**src/rtl/cdb_arbiter_pkg.sv**
```systemverilog
// cdb_arbiter_pkg: shared widths, default sizes and round-robin helper for the write-back arbiter
package cdb_arbiter_pkg;
  localparam int ROB_SIZE_BIT = 5;
  localparam int WB_FIFO_DEPTH = 2;
  localparam int DATA_W = 32;
  function automatic int rr_add(input int base, input int off, input int n);
    return (base + off) % n;
  endfunction
endpackage

```
**src/rtl/cdb_arbiter_wb_fifo.sv**
```systemverilog
// cdb_arbiter_wb_fifo: per-producer skid FIFO with flush, full flag and head view
module cdb_arbiter_wb_fifo #(
  parameter int DEPTH = 2,
  parameter int W = 37
) (
  input  logic         clk_in,
  input  logic         rst_in,
  input  logic         rdy,
  input  logic         clear,
  input  logic         push,
  input  logic         pop,
  input  logic [W-1:0] din,
  output logic         full,
  output logic         empty,
  output logic [W-1:0] head
);
  localparam int AW = $clog2(DEPTH);
  logic [W-1:0] mem [DEPTH];
  logic [AW-1:0] hd, tl;
  logic [AW:0] cnt;
  always_ff @(posedge clk_in)
    if (rdy && !clear && push) mem[tl] <= din;
  always_ff @(posedge clk_in or negedge rst_in)
    if (!rst_in) begin
      hd <= '0;
      tl <= '0;
      cnt <= '0;
    end else if (rdy) begin
      if (clear) begin
        hd <= '0;
        tl <= '0;
        cnt <= '0;
      end else begin
        hd <= hd + AW'(pop);
        tl <= tl + AW'(push);
        cnt <= cnt + (AW+1)'(push) - (AW+1)'(pop);
      end
    end
  assign full = cnt == (AW+1)'(DEPTH);
  assign empty = cnt == '0;
  assign head = mem[hd];
endmodule

```
**src/rtl/cdb_arbiter.sv**
```systemverilog
// cdb_arbiter: grants up to two producer FIFO heads per cycle, round-robin, onto the two ROB write-back slots
module cdb_arbiter
  import cdb_arbiter_pkg::*;
#(
  parameter int N_SRC = 3,
  parameter int FIFO_DEPTH = WB_FIFO_DEPTH,
  parameter int IDX_W = ROB_SIZE_BIT
) (
  input  logic                    clk_in,
  input  logic                    rst_in,
  input  logic                    rdy_in,
  input  logic                    rob_clear,
  input  logic [N_SRC-1:0]        src_valid,
  input  logic [N_SRC*IDX_W-1:0]  src_idx,
  input  logic [N_SRC*DATA_W-1:0] src_val,
  output logic [N_SRC-1:0]        src_ready,
  output logic                    wb_valid1,
  output logic [IDX_W-1:0]        wb_idx1,
  output logic [DATA_W-1:0]       wb_val1,
  output logic                    wb_valid2,
  output logic [IDX_W-1:0]        wb_idx2,
  output logic [DATA_W-1:0]       wb_val2
);
  localparam int PW = $clog2(N_SRC);
  localparam int EW = IDX_W + DATA_W;
  logic en, v1, v2;
  logic [N_SRC-1:0] full, empty, push, pop;
  logic [EW-1:0] head [N_SRC];
  logic [PW-1:0] rr_ptr, s1, s2;
  int c;
  assign en = rdy_in && rst_in && !rob_clear;
  // readiness uses registered fullness only, keeping grants out of the ready path
  assign src_ready = {N_SRC{en}} & ~full;
  assign push = src_valid & src_ready;
  for (genvar i = 0; i < N_SRC; i++) begin : g_src
    assign pop[i] = (wb_valid1 && s1 == PW'(i)) || (wb_valid2 && s2 == PW'(i));
    cdb_arbiter_wb_fifo #(.DEPTH(FIFO_DEPTH), .W(EW)) u_fifo (
      .clk_in(clk_in),
      .rst_in(rst_in),
      .rdy(rdy_in),
      .clear(rob_clear),
      .push(push[i]),
      .pop(pop[i]),
      .din({src_idx[i*IDX_W +: IDX_W], src_val[i*DATA_W +: DATA_W]}),
      .full(full[i]),
      .empty(empty[i]),
      .head(head[i])
    );
  end
  always_comb begin
    v1 = 1'b0;
    v2 = 1'b0;
    s1 = '0;
    s2 = '0;
    c = 0;
    for (int k = 0; k < N_SRC; k++) begin
      c = rr_add(int'(rr_ptr), k, N_SRC);
      if (!empty[c] && !v1) begin
        v1 = 1'b1;
        s1 = PW'(c);
      end else if (!empty[c] && !v2) begin
        v2 = 1'b1;
        s2 = PW'(c);
      end
    end
  end
  assign wb_valid1 = en && v1;
  assign wb_valid2 = en && v2;
  assign wb_idx1 = wb_valid1 ? head[s1][EW-1:DATA_W] : '0;
  assign wb_val1 = wb_valid1 ? head[s1][DATA_W-1:0] : '0;
  assign wb_idx2 = wb_valid2 ? head[s2][EW-1:DATA_W] : '0;
  assign wb_val2 = wb_valid2 ? head[s2][DATA_W-1:0] : '0;
  always_ff @(posedge clk_in or negedge rst_in)
    if (!rst_in) rr_ptr <= '0;
    else if (rdy_in) begin
      if (rob_clear) rr_ptr <= '0;
      else if (v1) rr_ptr <= PW'(rr_add(int'(v2 ? s2 : s1), 1, N_SRC));
    end
endmodule

```
**config.mk**
```make
export PLATFORM = sky130hd
export DESIGN_NAME = cdb_arbiter
export DESIGN_NICKNAME = d
export VERILOG_FILES = /design/src/rtl/cdb_arbiter_pkg.sv /design/src/rtl/cdb_arbiter_wb_fifo.sv /design/src/rtl/cdb_arbiter.sv
export SDC_FILE = /design/constraint.sdc
export NUM_CORES = 1
export LEC_CHECK = 0
export CAP_MARGIN = 10
export CORE_AREA = 2 2 137 193
export CTS_CLUSTER_DIAMETER = 100
export DETAILED_ROUTE_END_ITERATION = 10
export DIE_AREA = 0 0 139 195
export GPL_TIMING_DRIVEN = 1
export HOLD_SLACK_MARGIN = 0.08
export PLACE_DENSITY = 0.69
export SLEW_MARGIN = 20
export SYNTH_ARGS = -nofsm -noshare
export SYNTH_HDL_FRONTEND = slang
export SYNTH_SLANG_ARGS = --single-unit
```
**constraint.sdc**
```tcl
create_clock -name clk_in -period 4.1 [get_ports clk_in]
set_input_delay 0.615 -clock clk_in [delete_from_list [all_inputs] [get_ports clk_in]]
set_output_delay 0.615 -clock clk_in [all_outputs]
set_load 0.01 [all_outputs]
```
==> results.toml, run 1 <==
[outcome]
outcome = "complete, no violations"

[clock_network]
clk_pin_slew_worst_paths_ns = 0.06
numCtsBuffers = 24
clock_latency_ns = 0.51
cts_root_buf = "clkbuf_16"
cts.sinks = 236
cts_tree = "done"
cts_max_path_buffers = 3
htreeDepth = 1

[logic_synthesis]
synthCells = 815
ys_warn_count = 0
synth_ff_type = "edfxtp_1"
syn_area_um2 = 11300
ys_types = 54
synth_seq_cells = 236
postSynth.asyncResetShare_pct = 5.93
seq_area_frac_synth_pct = 62.2
synth_edf_count = 222
avgSynthCellArea_um2 = 13.9
syn_nets = 942

[worst_setup_path]
cp_common_cell = "buf_4"
cp-end-kind = "primary output"
worst_path_largest_cell_delay_ns = 0.56
crit_chain = "inv_1 -> ha_4 -> buf_4 -> o31ai_2 -> o21ai_0 -> a22oi_2 -> buf_4 -> bufbuf_16 -> nand3_1 -> o22ai_1 -> clkdlybuf4s50_1"
path_buf_inv = 5
required_ns = 3.48
crit_type = "register to primary output"
crit_slowest_cell = "clkdlybuf4s50_1"
crit_fanout = 19
critPathLaunchType = "register"
cp_top_family = "buffers and inverters"
critical_path_arrival_ns = 3.35

[finish]
drive_gt1_share_pct = 20.8
layout_commonest_cell = "edfxtp_1"
layoutNonFillerInstCount = 1363
syn_to_final_growth_pct = 32.4
final_util_pct = 59.3
final_cell_mix = "edfxtp_1 (222), clkdlybuf4s50_1 (156), mux2_2 (111), mux2i_1 (73)"
fin_nets = 1151

[floorplanning]
io_pins = 197
initial_utilization_pct = 44.8
dieArea_um2 = 27100
fp-row-count = 69
fp.dieH_um = 195
die_w_um = 139
core-area_um2 = 25200

[global_routing]
grt_pass1_wl_um = 46300
grt_use_total_pct = 22.2
grt_pass1_vias = 8184
antenna_found_initial = 4
grt-ovfl-total = 0
grt_max_degree = 41

[placed_design]
gp_congestion = 0.841
pre_cts_ws_ns = 0.216
portBuffers = 196
dp.cells = 1309
dpl.hpwl_um = 20300

[detailed_routing]
drc = 0
drt_iter0_drc = 440
wl_per_cell_um = 23.0
drt-total-wl_um = 31400
vias = 7677
detail_route.first_pass.iterations = 5
ant_nets = 0
avgViaCountPerCell = 5.63

[power_and_ir_drop]
p_leak_nw = 6.14
p_per_area_nw_per_um2 = 596
vdd_drop_max_mv = 0.388

[min_path]
worstHoldPathType = "input port to async pin"

[sta]
fmax_ghz = 0.253
setup_ws_ns = 0.140
clock_skew_ns = 0.00896
worstMarginPinSlew_ns = 0.587
period_share_pct = 96.6
fin_crit_ns = 3.96
hold_viol = 0
finalSetupTns_ns = 0
hold_ws_ns = 0.488
maxSlewHeadroom_pct = 60.9
final_max_slew_viol_count = 0
setup_viol = 0

[flow_run]
max-cap-violations = 0
cells in the mapped netlist (all sizes together), types with 4 or more instances:
master  count  area (µm²)
xnor2       6        52.6
nand2      49         184
o211ai      4        40.0
nand3      39         195
inv        25        93.8
buf        31         224
mux2      111        1250
nor2b       4        25.0
ha          9         113
nor2        9        33.8
clkbuf     27         101
nand2b     42         263
o21ai      10        50.0
dfrtp      14         350
edfxtp    222        6670
mux2i      74         741
a21oi      46         230
o22ai      47         294
power breakdown:
part / switching, mW / internal, mW
Combinational: 1.96 / 1.77
Sequential: 0.190 / 2.75
Clock: 0.888 / 1.36
kinds of logic (layout without fill, tap and decap cells):
logic type               after synthesis  in the layout  synth area share (%)
AO/OA/AOI/OAI                        134            134                  7.54
XOR/XNOR                               6              6                 0.465
adder cells (fa/ha/maj)               10             10                  1.10
buffers and inverters                 83            308                  3.71
flip-flops                           236            236                  62.2
multiplexers                         185            185                  17.6
other                                  0              4                     0
AND/OR/NAND/NOR                      161            161                  7.40
worst paths after layout:
kind / from / cells after the start / to / slack [ns]
min in group clk_in: rr_ptr[0] / 1 / rr_ptr[0] / 0.54
max in group asynchronous: rst_in / 2 / g_src[2].u_fifo.hd / 3.40
setup / recovery: rr_ptr[0] / 11 / wb_val1[13] / 0.14
hold reg to reg: rr_ptr[0] / 1 / rr_ptr[0] / 0.54
hold / removal: rst_in / 2 / g_src[1].u_fifo.cnt[1] / 0.49
setup reg to reg: rr_ptr[0] / 17 / g_src[0].u_fifo.cnt[1] / 0.66
routing by layer:
layer	wire (µm)	global-route usage, %	vias to the layer above
met5	0	0	-
met3	1540	3.16	55
met4	1150	9.09	0
met2	16800	41.3	264
li1	-	-	3520
met1	11900	25.7	3838
layout make-up:
cell class | count | area [µm²]
fillers | 2067 | 10300
flip-flops and latches | 236 | 7020
multi-input cells | 496 | 4010
repair buffers | 241 | 2620
clock buffers | 33 | 656
well taps | 319 | 399
clock inverters | 9 | 143
inverters | 25 | 93.8
diodes | 4 | 10.0
stage by stage:
step,power (mW),area [µm²]
after global routing,9.31,14900
after detailed placement,6.43,13900
after floorplan,5.21,11300
final,8.91,14900
after CTS,8.85,14800
after global placement,6.42,13900
sequential cells by signal (all words and copies together), names as in the netlist:
name / cells
g_src.u_fifo.mem: 222
rr_ptr: 2
g_src.u_fifo.cnt: 6
g_src.u_fifo.tl: 3
g_src.u_fifo.hd: 3
timing repair:
item                                    CTS  global route
buffers inserted                          5             1
hold buffers                              0             0
cloned                                    1             1
pin swaps                                 1             0
gates resized for setup                   5            46
endpoints found under the setup margin   74            68
(Power assumes the default switching activity.)
==> run 2, diff against run 1 <==
Clock period 4.1 ns to 3.9 ns, I/O delays scaled along.
==> run 2 against run 1 <==
  * Global-route usage increased by 0.34 points
  * Utilization shrank 0.68 points
  * Combinational power is 1% higher
  * Die area did not move
  * Register-to-register slack got worse by 0.10 ns
  * Non-clock buffer count down 2
  * First-iteration DRC count is 7.5% higher
  * Clock skew up 0.00063 ns
  * Highest routed layer unchanged
  * Critical path depth shrank 2
  * Via count rose by 0.13%
  * Count of clock-buffer cells in the layout down 1
  * Clock power down 5%
==> results.toml, run 2 (synthesis gave the netlist of run 1 again) <==
[outcome]
outcome = "complete, no violations"

[global_routing]
grt_max_degree = 38
grt_use_total_pct = 22.6
antenna_found_initial = 4
grt_pass1_vias = 8151
grt-ovfl-total = 0
grt_pass1_wl_um = 47200

[worst_setup_path]
worstSetupStartpoint = "rr_ptr[0]"
crit_fanout = 29
critical_path_arrival_ns = 3.23
r2r_start = "rr_ptr[1]"
required_ns = 3.31
cp-end-kind = "primary output"
crit_type = "register to primary output"
rrSetupSlack_ns = 0.56
critPathLaunchType = "register"

[sta]
setup_ws_ns = 0.0824
hold_viol = 0
final_max_slew_viol_count = 0
grt_setup_unrepaired = "yes"
clock_skew_ns = 0.00959
maxSlewHeadroom_pct = 53.5
fin_crit_ns = 3.82
worstMarginPinSlew_ns = 0.697
setup_viol = 0
fmax_ghz = 0.262
period_share_pct = 97.9

[finish]
final_util_pct = 58.6
largest_reg_flops = 222
largest_register = "g_src.u_fifo.mem"
final_area_um2 = 14800
drive_gt1_share_pct = 21.3
final_cell_mix = "edfxtp_1 (222), clkdlybuf4s50_1 (129), mux2_2 (111), mux2i_1 (71), nand2_1 (47)"
fillers = 2059
syn_to_final_growth_pct = 30.9
reg_top3 = "g_src.u_fifo.mem (222), g_src.u_fifo.cnt (6)"
fin_nets = 1149
layout_commonest_cell = "edfxtp_1"
layoutNonFillerInstCount = 1361

[power_and_ir_drop]
p_leak_nw = 6.02
p_per_area_nw_per_um2 = 608
p_total_mw = 8.98
vdd_drop_max_mv = 0.417

[floorplanning]
core-area_um2 = 25200
fp-row-count = 69
die_w_um = 139
dieArea_um2 = 27100
initial_utilization_pct = 44.8
fp.dieH_um = 195
io_pins = 197

[detailed_routing]
ant_nets = 0
drt_iter0_drc = 473
detail_route.first_pass.iterations = 5
wl_per_cell_um = 22.8
vias = 7687
drc = 0
drt-total-wl_um = 31000
avgViaCountPerCell = 5.65

[flow_run]
max-cap-violations = 0

[clock_network]
cts_root_buf = "clkbuf_16"
cts_max_path_buffers = 3
cts.sinks = 236
numCtsBuffers = 24
clock_latency_ns = 0.51
cts_tree = "done"
cts_hold_buf = 0
htreeDepth = 1
clk_pin_slew_worst_paths_ns = 0.06

[placed_design]
gp_congestion = 0.903
pre_cts_ws_ns = 0.225
dp.cells = 1310
dpl.hpwl_um = 20300
portBuffers = 196
place_area_um2 = 13900

[min_path]
worstHoldPathType = "input port to async pin"
## run 2: changes by cell type in the layout (fill, tap and decap cells not counted), sizes merged
cell           change
bufinv             -3
dlymetal6s2s      -12
clkinvlp           +1
clkbuf             -2
bufbuf             -1
clkdlybuf4s50     -27
clkinv             +3
dlygate4sd2       +39
## run 2: worst paths after layout
check / end / depth (start not counted)
setup / recovery: wb_val1[2] / 9
max in group asynchronous: g_src[0].u_fifo.hd / 2
hold reg to reg: rr_ptr[1] / 1
hold / removal: g_src[0].u_fifo.tl / 2
min in group clk_in: rr_ptr[1] / 1
setup reg to reg: g_src[1].u_fifo.cnt[1] / 17
## run 2: what timing repair did
item | CTS | global route
gates resized for setup | 48 | 42
buffers inserted | 2 | 1
gates cloned | 2 | 0
pin swaps | 1 | 0
setup endpoints to repair | 75 | 46
## run 2: layout make-up
type,instances,area [µm²],share of cell area (%)
repair buffers,239,2500,16.9
clock inverters,10,73.8,0.500
diodes,4,10.0,0.0677
flip-flops and latches,236,7020,47.5
well taps,319,399,2.70
inverters,25,93.8,0.635
clock buffers,32,652,4.41
multi-input cells,496,4030,27.2
## run 2: where the power goes
group	switching, mW	internal (mW)	total, mW
combinational	2.00	1.76	3.77
clock	0.905	1.23	2.14
sequential	0.187	2.89	3.08
## run 2: worst max-delay path, stage by stage, from the launching register on
cell	delay (ns)
dfrtp_1	0.40
ha_1	0.22
buf_4	0.20
or3_1	0.43
a22oi_2	0.17
buf_4	0.20
buf_12	0.22
nand3_1	0.11
o22ai_1	0.18
clkdlybuf4s50_1	0.56
## run 2: metal layers
| metal | GRT usage [%] | vias to the layer above | wire (µm) |
|---|---|---|---|
| li1 | - | 3512 | - |
| met2 | 40.5 | 265 | 16300 |
| met3 | 3.33 | 60 | 1630 |
| met4 | 9.69 | 0 | 1070 |
| met1 | 27.0 | 3850 | 12000 |
| met5 | 0 | - | 0 |
## run 2: stage by stage
step           TNS [ns]  hold WS, ns
2_1_floorplan         0        0.289
3_3_place_gp          0        0.523
3_5_place_dp          0        0.533
4_1_cts               0        0.440
5_1_grt         -0.0566        0.456
6_report              0        0.439
==> run 3, diff against run 2 <==
Clock period 3.9 ns to 4.3 ns, I/O delays scaled along.
==> run 3 against run 2 <==
  * Power decreased by 10%
  * Die area unchanged
  * Non-clock buffer count decreased by 6
  * Critical path depth increased by 2
  * Sequential share of layout area increased by 0.57 points
  * Combinational power decreased by 14%
  * Highest routed layer unchanged
==> results.toml, run 3 (synthesis gave the netlist of run 1 again) <==
[outcome]
outcome = "complete, no violations"

[detailed_routing]
ant_nets = 0
wl_per_cell_um = 22.1
drc = 0
detail_route.first_pass.iterations = 5
drt_iter0_drc = 408
drt-total-wl_um = 30000
vias = 7609
avgViaCountPerCell = 5.61

[floorplanning]
io_pins = 197
die_w_um = 139
dieArea_um2 = 27100
fp.dieH_um = 195
fp-row-count = 69
initial_utilization_pct = 44.8
core-area_um2 = 25200

[finish]
reg_top3 = "g_src.u_fifo.mem (222), g_src.u_fifo.cnt (6)"
drive_gt1_share_pct = 19.8
layout_commonest_cell = "edfxtp_1"
largest_register = "g_src.u_fifo.mem"
multi_input_area_um2 = 3970
final_cell_mix = "edfxtp_1 (222), clkdlybuf4s50_1 (196), mux2_2 (111), mux2i_1 (74)"
fillers = 2086
largest_reg_flops = 222
final_util_pct = 57.9
fin_nets = 1142
syn_to_final_growth_pct = 29.3
regArea_um2 = 7020

[placed_design]
portBuffers = 196
dpl.hpwl_um = 19600
gp_congestion = 0.871

[sta]
fin_crit_ns = 4.14
hold_viol = 0
setup_viol = 0
worstMarginPinSlew_ns = 0.932
final_max_slew_viol_count = 0
fmax_ghz = 0.241
grt_setup_unrepaired = "no"
clock_skew_ns = 0.0180
period_share_pct = 96.4
finalSetupTns_ns = 0
maxSlewHeadroom_pct = 37.9

[global_routing]
antenna_found_initial = 5
grt_pass1_wl_um = 44900
grt_max_degree = 41
grt_pass1_vias = 7920
grt-ovfl-total = 0
grt_use_total_pct = 21.5

[worst_setup_path]
worst_path_largest_cell_delay_ns = 0.50
cp_common_cell = "buf_4"
critPathLaunchType = "register"
crit_type = "register to primary output"
crit_fanout = 28
path_buf_inv = 5
critical_path_arrival_ns = 3.50
cp_top_family = "buffers and inverters"
required_ns = 3.65
cp-end-kind = "primary output"
crit_chain = "inv_1 -> ha_2 -> buf_4 -> o31ai_1 -> o21ai_1 -> a22oi_2 -> buf_4 -> buf_12 -> mux2i_1 -> o22ai_1 -> clkdlybuf4s50_1"
crit_slowest_cell = "clkdlybuf4s50_1"

[clock_network]
htreeDepth = 1
cts.sinks = 236
cts_max_path_buffers = 3
clk_pin_slew_worst_paths_ns = 0.07
clock_latency_ns = 0.52
numCtsBuffers = 23
cts_tree = "done"
cts_root_buf = "clkbuf_16"
cts_hold_buf = 0

[power_and_ir_drop]
p_per_area_nw_per_um2 = 551
vdd_drop_max_mv = 0.416
p_leak_nw = 5.27

[min_path]
worstHoldPathType = "input port to async pin"

[flow_run]
max-cap-violations = 0
==> run 3: cell types whose count changed in the layout (fill, tap and decap cells not counted), moves of 3 or more <==
cell / previous run / this run
mux2i_2: 3 / 0
clkdlybuf4s50_1: 129 / 196
a21oi_1: 41 / 46
dlymetal6s2s_1: 28 / 0
mux2i_1: 71 / 74
dlygate4sd2_1: 39 / 0
a21oi_2: 5 / 0
clkbuf_1: 7 / 3
clkinv_1: 3 / 8
buf_6: 6 / 1
==> run 3: what timing repair did <==
item,in CTS,in global routing
setup endpoints to repair,0,53
setup buffers,0,2
gates resized for setup,0,4
==> run 3: per-stage QoR <==
stage	std cells	setup slack, ns	hold slack (ns)	total power [mW]	instance area, µm²
2_1_floorplan	815	0.534	0.349	4.97	11300
3_3_place_gp	1306	0.639	0.520	6.07	13800
3_5_place_dp	1306	0.594	0.527	6.09	13800
4_1_cts	1348	0.0215	0.473	8.04	14600
5_1_grt	1356	0.0201	0.498	8.44	14600
6_report	1356	0.156	0.485	8.05	14600
==> run 3: final cells by class <==
class	count	share of cell area [%]
Multi-Input combinational cell	496	27.2
Clock buffer	26	4.02
Clock inverter	16	0.866
Antenna cell	5	0.0857
Inverter	25	0.643
Tap cell	319	2.73
Sequential cell	236	48.1
Timing Repair Buffer	233	16.4
==> run 3: path summary, 6_finish.rpt <==
kind	from	endpoint	cells after the start	slack (ns)
worst min-delay path	rst_in	g_src[2].u_fifo.tl	2	0.49
worst max register to register	g_src[1].u_fifo.cnt[1]	g_src[1].u_fifo.cnt[1]	14	0.72
max in group asynchronous	rst_in	g_src[0].u_fifo.hd	2	3.62
worst max-delay path	rr_ptr[0]	wb_val1[5]	11	0.16
worst min register to register	rr_ptr[0]	rr_ptr[0]	1	0.56
min in group clk_in	rr_ptr[0]	rr_ptr[0]	1	0.56
==> run 3: power by group <==
part | internal, mW | switching, mW | total, mW
Sequential | 2.62 | 0.231 | 2.85
Clock | 1.10 | 0.838 | 1.94
Combinational | 1.55 | 1.72 | 3.26
==> run 3: routing by layer <==
layer  routed length, µm  track usage, %
met1               11600            25.6
met2               15400            38.3
met3                1580            2.97
met4                1440            10.1
met5                   0               0
